## config.mk

```make
export PLATFORM = sky130hd
export DESIGN_NAME = i2c_slave_regs
export DESIGN_NICKNAME = d
export VERILOG_FILES = /design/src/rtl/i2c_slave_regs.sv
export SDC_FILE = /design/constraint.sdc
export NUM_CORES = 1
export LEC_CHECK = 0
export CAP_MARGIN = 10
export CELL_PAD_IN_SITES_DETAIL_PLACEMENT = 1
export CELL_PAD_IN_SITES_GLOBAL_PLACEMENT = 2
export CORE_MARGIN = 2
export CORE_UTILIZATION = 45
export CTS_CLUSTER_DIAMETER = 30
export CTS_CLUSTER_SIZE = 24
export DETAILED_ROUTE_END_ITERATION = 16
export GPL_TIMING_DRIVEN = 0
export PLACE_DENSITY_LB_ADDON = 0.15
export SKIP_CTS_REPAIR_TIMING = 1
export SYNTH_ARGS = -nofsm -noshare
export SYNTH_HDL_FRONTEND = slang
export SYNTH_SLANG_ARGS = --single-unit
```

## constraint.sdc

```tcl
create_clock -name clk -period 8 [get_ports clk]
set_input_delay 0.8 -clock clk [delete_from_list [all_inputs] [get_ports clk]]
set_output_delay 0.8 -clock clk [all_outputs]
set_load 0.05 [all_outputs]
```

## src/rtl/i2c_slave_regs.sv

```systemverilog
// I2C target exposing a byte register file to an external master, with a local side port.
// Pins are synchronised and glitch-filtered; bits are sampled on filtered SCL rise and SDA is driven after filtered SCL fall.
module i2c_slave_regs #(
   parameter logic [6:0] DEV_ADDR   = 7'h50,
   parameter int         NUM_REGS   = 16,
   parameter int         FILTER_LEN = 4,
   localparam int        AW         = $clog2(NUM_REGS)
) (
   input  logic          clk,
   input  logic          rst,
   input  logic          scl_i,
   input  logic          sda_i,
   output logic          sda_o,
   output logic          sda_t,
   input  logic          lcl_wr_en,
   input  logic [AW-1:0] lcl_wr_addr,
   input  logic [7:0]    lcl_wr_data,
   input  logic [AW-1:0] lcl_rd_addr,
   output logic [7:0]    lcl_rd_data,
   output logic          bus_wr_valid,
   output logic [AW-1:0] bus_wr_addr,
   output logic [7:0]    bus_wr_data,
   output logic          busy
);

   typedef enum logic [3:0] {
      IDLE, ADDR, ADDR_ACK, PTR, PTR_ACK, WDATA, WDATA_ACK, RDATA, RDATA_ACK, IGNORE
   } state_t;

   // Index 1 carries SCL, index 0 carries SDA through the synchroniser and filter.
   logic [1:0] pin_s1, pin_s2, pin_f, pin_f_d;
   logic [3:0] flt_cnt [2];

   state_t        state;
   logic [2:0]    bit_cnt;
   logic [7:0]    shift;
   logic          rw;
   logic [AW-1:0] ptr;
   logic [7:0]    regs [NUM_REGS];

   logic          scl_f, sda_f, scl_rise, scl_fall, start_det, stop_det;
   logic [7:0]    rx_byte;
   logic [AW-1:0] ptr_nxt;

   assign sda_o     = 1'b0;
   assign scl_f     = pin_f[1];
   assign sda_f     = pin_f[0];
   assign scl_rise  = pin_f[1] & ~pin_f_d[1];
   assign scl_fall  = ~pin_f[1] & pin_f_d[1];
   assign start_det = scl_f & pin_f_d[1] & pin_f_d[0] & ~pin_f[0];
   assign stop_det  = scl_f & pin_f_d[1] & ~pin_f_d[0] & pin_f[0];
   assign rx_byte   = {shift[6:0], sda_f};
   assign ptr_nxt   = ptr + AW'(1);

   // NOTE: sequential state is assigned with <= so every flop samples pre-edge values, regardless of statement order.
   always_ff @(posedge clk) begin
      if (rst) begin
         pin_s1  <= '1;
         pin_s2  <= '1;
         pin_f   <= '1;
         pin_f_d <= '1;
         for (int i = 0; i < 2; i++) flt_cnt[i] <= '0;
      end else begin
         pin_s1  <= {scl_i, sda_i};
         pin_s2  <= pin_s1;
         pin_f_d <= pin_f;
         for (int i = 0; i < 2; i++) begin
            if (pin_s2[i] == pin_f[i]) begin
               flt_cnt[i] <= '0;
            end else if (flt_cnt[i] == 4'(FILTER_LEN - 1)) begin
               pin_f[i]   <= pin_s2[i];
               flt_cnt[i] <= '0;
            end else begin
               flt_cnt[i] <= flt_cnt[i] + 4'd1;
            end
         end
      end
   end

   // NOTE: the register file must clear on reset, so it is built from flops rather than an inferred RAM.
   always_ff @(posedge clk) begin
      if (rst) begin
         state        <= IDLE;
         bit_cnt      <= '0;
         shift        <= '0;
         rw           <= 1'b0;
         ptr          <= '0;
         sda_t        <= 1'b1;
         busy         <= 1'b0;
         bus_wr_valid <= 1'b0;
         bus_wr_addr  <= '0;
         bus_wr_data  <= '0;
         lcl_rd_data  <= '0;
         for (int i = 0; i < NUM_REGS; i++) regs[i] <= '0;
      end else begin
         bus_wr_valid <= 1'b0;
         lcl_rd_data  <= regs[lcl_rd_addr];
         // The bus write further down overrides a local write to the same index.
         if (lcl_wr_en) regs[lcl_wr_addr] <= lcl_wr_data;

         if (start_det) begin
            state   <= ADDR;
            bit_cnt <= '0;
            sda_t   <= 1'b1;
         end else if (stop_det) begin
            state <= IDLE;
            sda_t <= 1'b1;
            busy  <= 1'b0;
         end else if (scl_rise) begin
            case (state)
               ADDR, PTR, WDATA: begin
                  shift   <= rx_byte;
                  bit_cnt <= bit_cnt + 3'd1;
                  if (bit_cnt == 3'd7) begin
                     if (state == ADDR) begin
                        if (rx_byte[7:1] == DEV_ADDR) begin
                           state <= ADDR_ACK;
                           busy  <= 1'b1;
                           rw    <= rx_byte[0];
                        end else begin
                           state <= IGNORE;
                           busy  <= 1'b0;
                        end
                     end else if (state == PTR) begin
                        ptr   <= rx_byte[AW-1:0];
                        state <= PTR_ACK;
                     end else begin
                        regs[ptr]    <= rx_byte;
                        bus_wr_valid <= 1'b1;
                        bus_wr_addr  <= ptr;
                        bus_wr_data  <= rx_byte;
                        ptr          <= ptr_nxt;
                        state        <= WDATA_ACK;
                     end
                  end
               end
               RDATA: begin
                  bit_cnt <= bit_cnt + 3'd1;
                  if (bit_cnt == 3'd7) state <= RDATA_ACK;
               end
               RDATA_ACK: begin
                  if (!sda_f) begin
                     ptr     <= ptr_nxt;
                     shift   <= regs[ptr_nxt];
                     bit_cnt <= '0;
                     state   <= RDATA;
                  end else begin
                     state <= IGNORE;
                     busy  <= 1'b0;
                  end
               end
               default: ;
            endcase
         end else if (scl_fall) begin
            case (state)
               ADDR_ACK, PTR_ACK, WDATA_ACK: begin
                  // First fall starts our ACK, the second fall ends it and moves on.
                  if (sda_t) begin
                     sda_t <= 1'b0;
                  end else begin
                     sda_t   <= 1'b1;
                     bit_cnt <= '0;
                     if (state != ADDR_ACK) begin
                        state <= WDATA;
                     end else if (rw) begin
                        state <= RDATA;
                        shift <= {regs[ptr][6:0], 1'b0};
                        sda_t <= regs[ptr][7];
                     end else begin
                        state <= PTR;
                     end
                  end
               end
               RDATA: begin
                  sda_t <= shift[7];
                  shift <= {shift[6:0], 1'b0};
               end
               RDATA_ACK: sda_t <= 1'b1;
               default: ;
            endcase
         end
      end
   end

endmodule
```

==> results of run 1 <==
==> final cells by class <==
class / instances / area share [%]
Buffer: 106 / 4.19
Clock buffer: 17 / 3.21
Clock inverter: 15 / 1.13
Inverter: 22 / 0.622
Multi-Input combinational cell: 783 / 46.3
Sequential cell: 191 / 39.1
Tap cell: 335 / 3.16
Timing Repair Buffer: 32 / 2.32
==> per-stage QoR <==
stage / hold slack, ps / area [µm²] / utilization, % / setup slack, ps
after floorplan: 389 / 12000 / - / 5260
after global placement: 406 / 12700 / 48.7 / 3960
after detailed placement: 409 / 12700 / 48.7 / 3860
after CTS: 426 / 13300 / 50.9 / 4300
after global routing: 433 / 13300 / 50.9 / 3980
final: 423 / 13300 / 50.9 / 4230
==> cell usage in the layout, fill, tap and decap left out, types with 4 or more instances in the layout <==
| master | netlist | routed |
|---|---|---|
| nor3_1 | 10 | 10 |
| ha_1 | 11 | 11 |
| nand2_1 | 138 | 138 |
| buf_6 | 8 | 8 |
| clkdlybuf4s50_1 | 0 | 29 |
| o211ai_1 | 5 | 5 |
| a22oi_1 | 5 | 5 |
| clkbuf_1 | 38 | 38 |
| xor2_1 | 4 | 4 |
| clkbuf_16 | 0 | 17 |
| a211oi_1 | 5 | 5 |
| nand2b_1 | 9 | 9 |
| buf_4 | 9 | 9 |
| buf_1 | 12 | 12 |
| mux4_2 | 105 | 105 |
| o21ai_1 | 9 | 9 |
| conb_1 | 2 | 9 |
| and4_1 | 5 | 5 |
| buf_2 | 37 | 38 |
| o21ai_0 | 130 | 130 |
| nand3_4 | 7 | 7 |
| o22ai_1 | 12 | 12 |
| nand3_1 | 110 | 110 |
| a21oi_1 | 38 | 38 |
| mux2i_1 | 23 | 23 |
| edfxtp_1 | 136 | 136 |
| dfxtp_1 | 55 | 55 |
| nor2_1 | 57 | 57 |
| inv_1 | 21 | 21 |
| nor2b_1 | 14 | 14 |
| or3_1 | 12 | 12 |
| xnor2_1 | 5 | 5 |
| or2_2 | 6 | 6 |
| mux2_2 | 4 | 4 |
==> cell families after synthesis <==
kind of cell / share of synthesized area, %
buffers and inverters: 5.34
flip-flops: 43.4
AO/OA/AOI/OAI: 10.9
multiplexers: 22.1
other: 0.0629
adder cells (fa/ha/maj): 1.24
XOR/XNOR: 0.796
AND/OR/NAND/NOR: 16.2
==> power breakdown <==
group	switching, mW	total [mW]	internal [mW]
Sequential	0.0525	1.16	1.11
Combinational	0.132	0.228	0.0957
Clock	0.455	0.870	0.415
Total	0.640	2.26	1.62
==> flip-flops by register name, indices dropped and copies added (netlist names), 4 cells and up, named ones only <==
name,flops
bus_wr_addr,4
bus_wr_data,8
flt_cnt,8
lcl_rd_data,8
ptr,4
regs,128
shift,8
state,4
==> critical path: cells and delay by family, from the launching register on <==
family,cells,cell delay (ps)
compound gates,2,400
fa+ha+maj,1,440
buf+inv,4,1330
flops,1,410
mux,2,940
simple gates,1,100
==> layer usage <==
layer | vias to the layer above | track usage, % | part of all wire (%)
li1 | 4257 | - | -
met1 | 5082 | 44.5 | 39
met2 | 620 | 52.7 | 47
met3 | 88 | 8.13 | 11
met4 | 0 | 12.4 | 3.8
met5 | - | 0 | 0
==> final timing paths <==
| path | start | to | slack [ps] | cells past startpoint |
|---|---|---|---|---|
| worst max-delay path | ptr[0] | shift[7] | 4230 | 10 |
| worst min-delay path | pin_s1[1] | pin_s2[1] | 420 | 1 |
| worst max register to register | ptr[0] | shift[7] | 4230 | 10 |
| worst min register to register | pin_s1[1] | pin_s2[1] | 420 | 1 |
==> flow_metrics.tcl, run 1 <==
set metrics [dict create \
    multiInputGateArea_mm2 0.00615 \
    finalPower_mw 2.26 \
    irDropWorstVdd_v 0.000143 \
    initial_utilization_pct 45.8 \
    cp_common_cell "buf_2" \
    yosysTopAreaCell "edfxtp_1" \
    dp_cells 1466 \
    synth_area_leaders "edfxtp_1 (34%), mux4_2 (20%), dfxtp_1 (9.2%), o21ai_0 (5.4%), nand3_1 (4.6%)" \
    ys_ff_latch 191 \
    min_period_ps 3770 \
    first_pass_iters 5 \
    die_area_mm2 0.0279 \
    clock_skew_ps 15.9 \
    crit_required_ps 8310 \
    avgSynthCellArea_um2 10.9 \
    yosysMostFrequentCell "nand2_1" \
    critPathLaunchType "flip-flop" \
    post_drt_wl_per_cell_um 30.5 \
    crit_fanout 10 \
    grt_pass1_vias 9946 \
    wl_um 45800 \
    worst_pin_slew_ps 1290 \
    hold_viol_final 0 \
    die_h_um 167 \
    vias_per_cell 6.69 \
    maxSlewViolCount 0 \
    cts_buffers 17 \
    synthDistinctLibCells 68 \
    gr-total-overflow 0 \
    min_path_type "flip-flop to flip-flop" \
    netlist_top_cells_count "nand2_1 (138), edfxtp_1 (136), o21ai_0 (130), nand3_1 (110), mux4_2 (105)" \
    ys.flop_type "edfxtp_1" \
    rows 59 \
    synthCells 1095 \
    drive_gt1_share_pct 19.1 \
    synth_area_mm2 0.0119 \
    seq_area_mm2 0.00518 \
    core-area_mm2 0.0261 \
    antenna_found_initial 0 \
    io_pins 45 \
    p_leak_nw 4.15 \
    htree_levels 4 \
    cp_slowest_stage_delay_ps 600 \
    track_usage_pct 33.2 \
    setup_violations 0 \
    ant_nets 0 \
    cts_tree "done" \
    critPathKind "flip-flop to flip-flop" \
    grt_max_degree 20 \
    worst_setup_path_end_kind "flip-flop" \
    place_congestion 1.04 \
    drt-initial-drc-count 1274 \
    cap_violations 0 \
    status "completed" \
    fin_cells 1501 \
    io_buffers 29 \
    insertedDiodeCount 0 \
    cp.arrival_ps 4090 \
    period_share_pct 47.2 \
    tns_ps 0 \
    num_vias 10000 \
    synth_top_area_share_pct 34.2 \
    clk_path_buf_depth 2 \
    clkSinkCount 191 \
    remaining_drc_errors 0 \
    synth_warnings 0 \
    layout.nets 1185 \
    fmax_mhz 265 \
    rsz0062_at_grt "no" \
    nFillCells 2815 \
    maxSlewHeadroom_pct 13.4 \
    power.density_mw_per_mm2 170 \
    clockRootBuffer "clkbuf_16" \
    synth_edf_count 136 \
    die_x_um 167 \
    synth-async-reset-ratio_pct 0 \
    seq_area_frac_synth_pct 43.4 \
    cpMaxStageDelayCell "mux4_2" \
    grt_pass1_wl_um 67500 \
    worstPathCellList "buf_2 > clkinv_1 > ha_1 > buf_2 > buf_2 > mux4_2 > mux2i_1 > nor2_1 > a2111oi_0 > a211oi_1" \
    clkTransAtPathRegs_ps 80 \
    place_hpwl_um 34400 \
    synthToLayoutAreaGrowth_pct 11.1 \
    clock_latency_ps 450 \
]
Power figures use the tool's default switching activity.
==> run 2, diff against run 1 <==
CORE_UTILIZATION = 42   (was 45)
clock period = 3.7 ns   (was 8 ns; I/O delays follow)
==> run 2 against run 1 <==
  * Final cell count increased by 2.9%
  * Sequential power rose by 120%
  * Clock-buffer cell count grew 1
  * First-iteration DRC count up 1.6%
  * Core utilization shrank 3.0 points
  * Combinational power increased by 110%
  * Cell area increased by 0.67%
  * Routed wire length increased by 0.50%
  * Worst hold slack got worse by 11 ps
  * Flip-flop and latch count is the same
  * Maximum frequency up 6.5%
  * Clock power grew 120%
  * Critical path type unchanged
  * Largest power group unchanged
==> flow_metrics.tcl, run 2 (synthesized netlist as in run 1, its figures left out) <==
set metrics [dict create \
    status "completed" \
    cp.depth 10 \
    ant_nets 0 \
    clock_skew_ps 12.2 \
    clkTransAtPathRegs_ps 70 \
    track_usage_pct 31.2 \
    critPathKind "flip-flop to flip-flop" \
    tns_ps 0 \
    r2r_start "ptr[0]" \
    cp_common_cell "buf_2" \
    min_period_ps 3540 \
    holdPathStages 1 \
    rows 61 \
    first_pass_iters 7 \
    crit_buf_inv 4 \
    num_vias 10100 \
    layout.nets 1184 \
    hold_ws_ps 412 \
    grt_pass1_vias 9993 \
    top_register "regs" \
    mostFrequentLayoutCell "nand2_1" \
    setup_violations 0 \
    grt_pass1_wl_um 67600 \
    cap_violations 0 \
    io_pins 45 \
    gr-total-overflow 0 \
    maxSlewViolCount 0 \
    irDropWorstVdd_v 0.000334 \
    hp-start "pin_s1[0]" \
    top_layer "met4" \
    remaining_drc_errors 0 \
    period_share_pct 95.8 \
    hold_viol_final 0 \
    crit_required_ps 4030 \
    min_to "pin_s2[0]" \
    htree_levels 4 \
    synthToLayoutAreaGrowth_pct 11.9 \
    maxSlewHeadroom_pct 27.3 \
    post_drt_wl_per_cell_um 29.8 \
    rsz0062_at_grt "no" \
    min_path_type "flip-flop to flip-flop" \
    place_congestion 0.998 \
    grt_max_degree 17 \
    critPathLaunchType "flip-flop" \
    fin_util_pct 48.0 \
    clock_latency_ps 470 \
    cpMaxStageDelayCell "mux4_2" \
    drt-initial-drc-count 1294 \
    crit_fanout 10 \
    cp.arrival_ps 3870 \
    power.density_mw_per_mm2 370 \
    final_cell_mix "nand2_1 (138), edfxtp_1 (136), o21ai_0 (130)" \
    largest_reg_flops 128 \
    p_leak_nw 4.14 \
    io_buffers 29 \
    die_h_um 173 \
    cts_tree "done" \
    cp_slowest_stage_delay_ps 560 \
    die_area_mm2 0.0298 \
    cts_buffers 17 \
    initial_utilization_pct 42.9 \
    fmax_mhz 282 \
    place_hpwl_um 34800 \
    clk_path_buf_depth 2 \
    r2r_cells 10 \
    r2r-end "shift[7]" \
    wl_met1_um 18100 \
    die_x_um 173 \
    core-area_mm2 0.0279 \
    worst_pin_slew_ps 1090 \
    worst_setup_path_end_kind "flip-flop" \
    clkSinkCount 191 \
    drive_gt1_share_pct 19.0 \
    antenna_found_initial 2 \
    r2r_slack_ps 160 \
    clockRootBuffer "clkbuf_16" \
    critPathTopFamily "buffers and inverters" \
    met3_length_um 4800 \
    worstPathCellList "buf_2 > clkinv_1 > ha_1 > buf_2 > clkbuf_4 > mux4_2 > mux2i_1 > nor2_1 > a2111oi_0 > a211oi_1" \
    dr_wl_met2_um 21100 \
    vias_per_cell 6.56 \
    wl_um 46000 \
]
==> run 2: routing by layer <==
metal  up-vias  global-route usage, %
met5         -                      0
met4         0                   13.5
met3       124                   7.74
met2       606                   49.0
met1      5153                   41.4
li1       4255                      -
==> run 2: area by class of cell <==
cell class / count / area, µm²
diodes: 2 / 5.00
plain buffers: 106 / 558
clock buffers: 18 / 429
clock inverters: 14 / 166
fillers: 3059 / 14500
inverters: 22 / 82.6
multi-input cells: 783 / 6160
flip-flops and latches: 191 / 5180
well taps: 378 / 473
repair buffers: 31 / 305
==> run 2: stage by stage <==
step	setup WS [ps]	power, mW	area (µm²)	instances
floorplan	962	2.80	12000	1102
CTS	107	4.93	13300	1542
detailed placement	-127	3.03	12700	1510
global placement	-104	3.02	12700	1509
global route	13.7	5.05	13400	1543
finish	157	4.95	13400	1545
==> run 2: worst max-delay path by stage <==
stage / endpoint / slack (ps) / from
5_1_grt: shift[7] / 10 / ptr[0]
6_report: shift[7] / 160 / ptr[0]
4_1_cts: shift[7] / 110 / ptr[0]
3_3_place_gp: regs[3][4] / -100 / rst
2_1_floorplan: shift[7] / 960 / ptr[0]
3_5_place_dp: regs[9][1] / -130 / rst
==> run 2: power by group <==
part           internal, mW  total, mW  switching (mW)
sequential             2.39       2.51           0.121
clock                  1.06       1.95           0.886
combinational         0.207      0.489           0.282
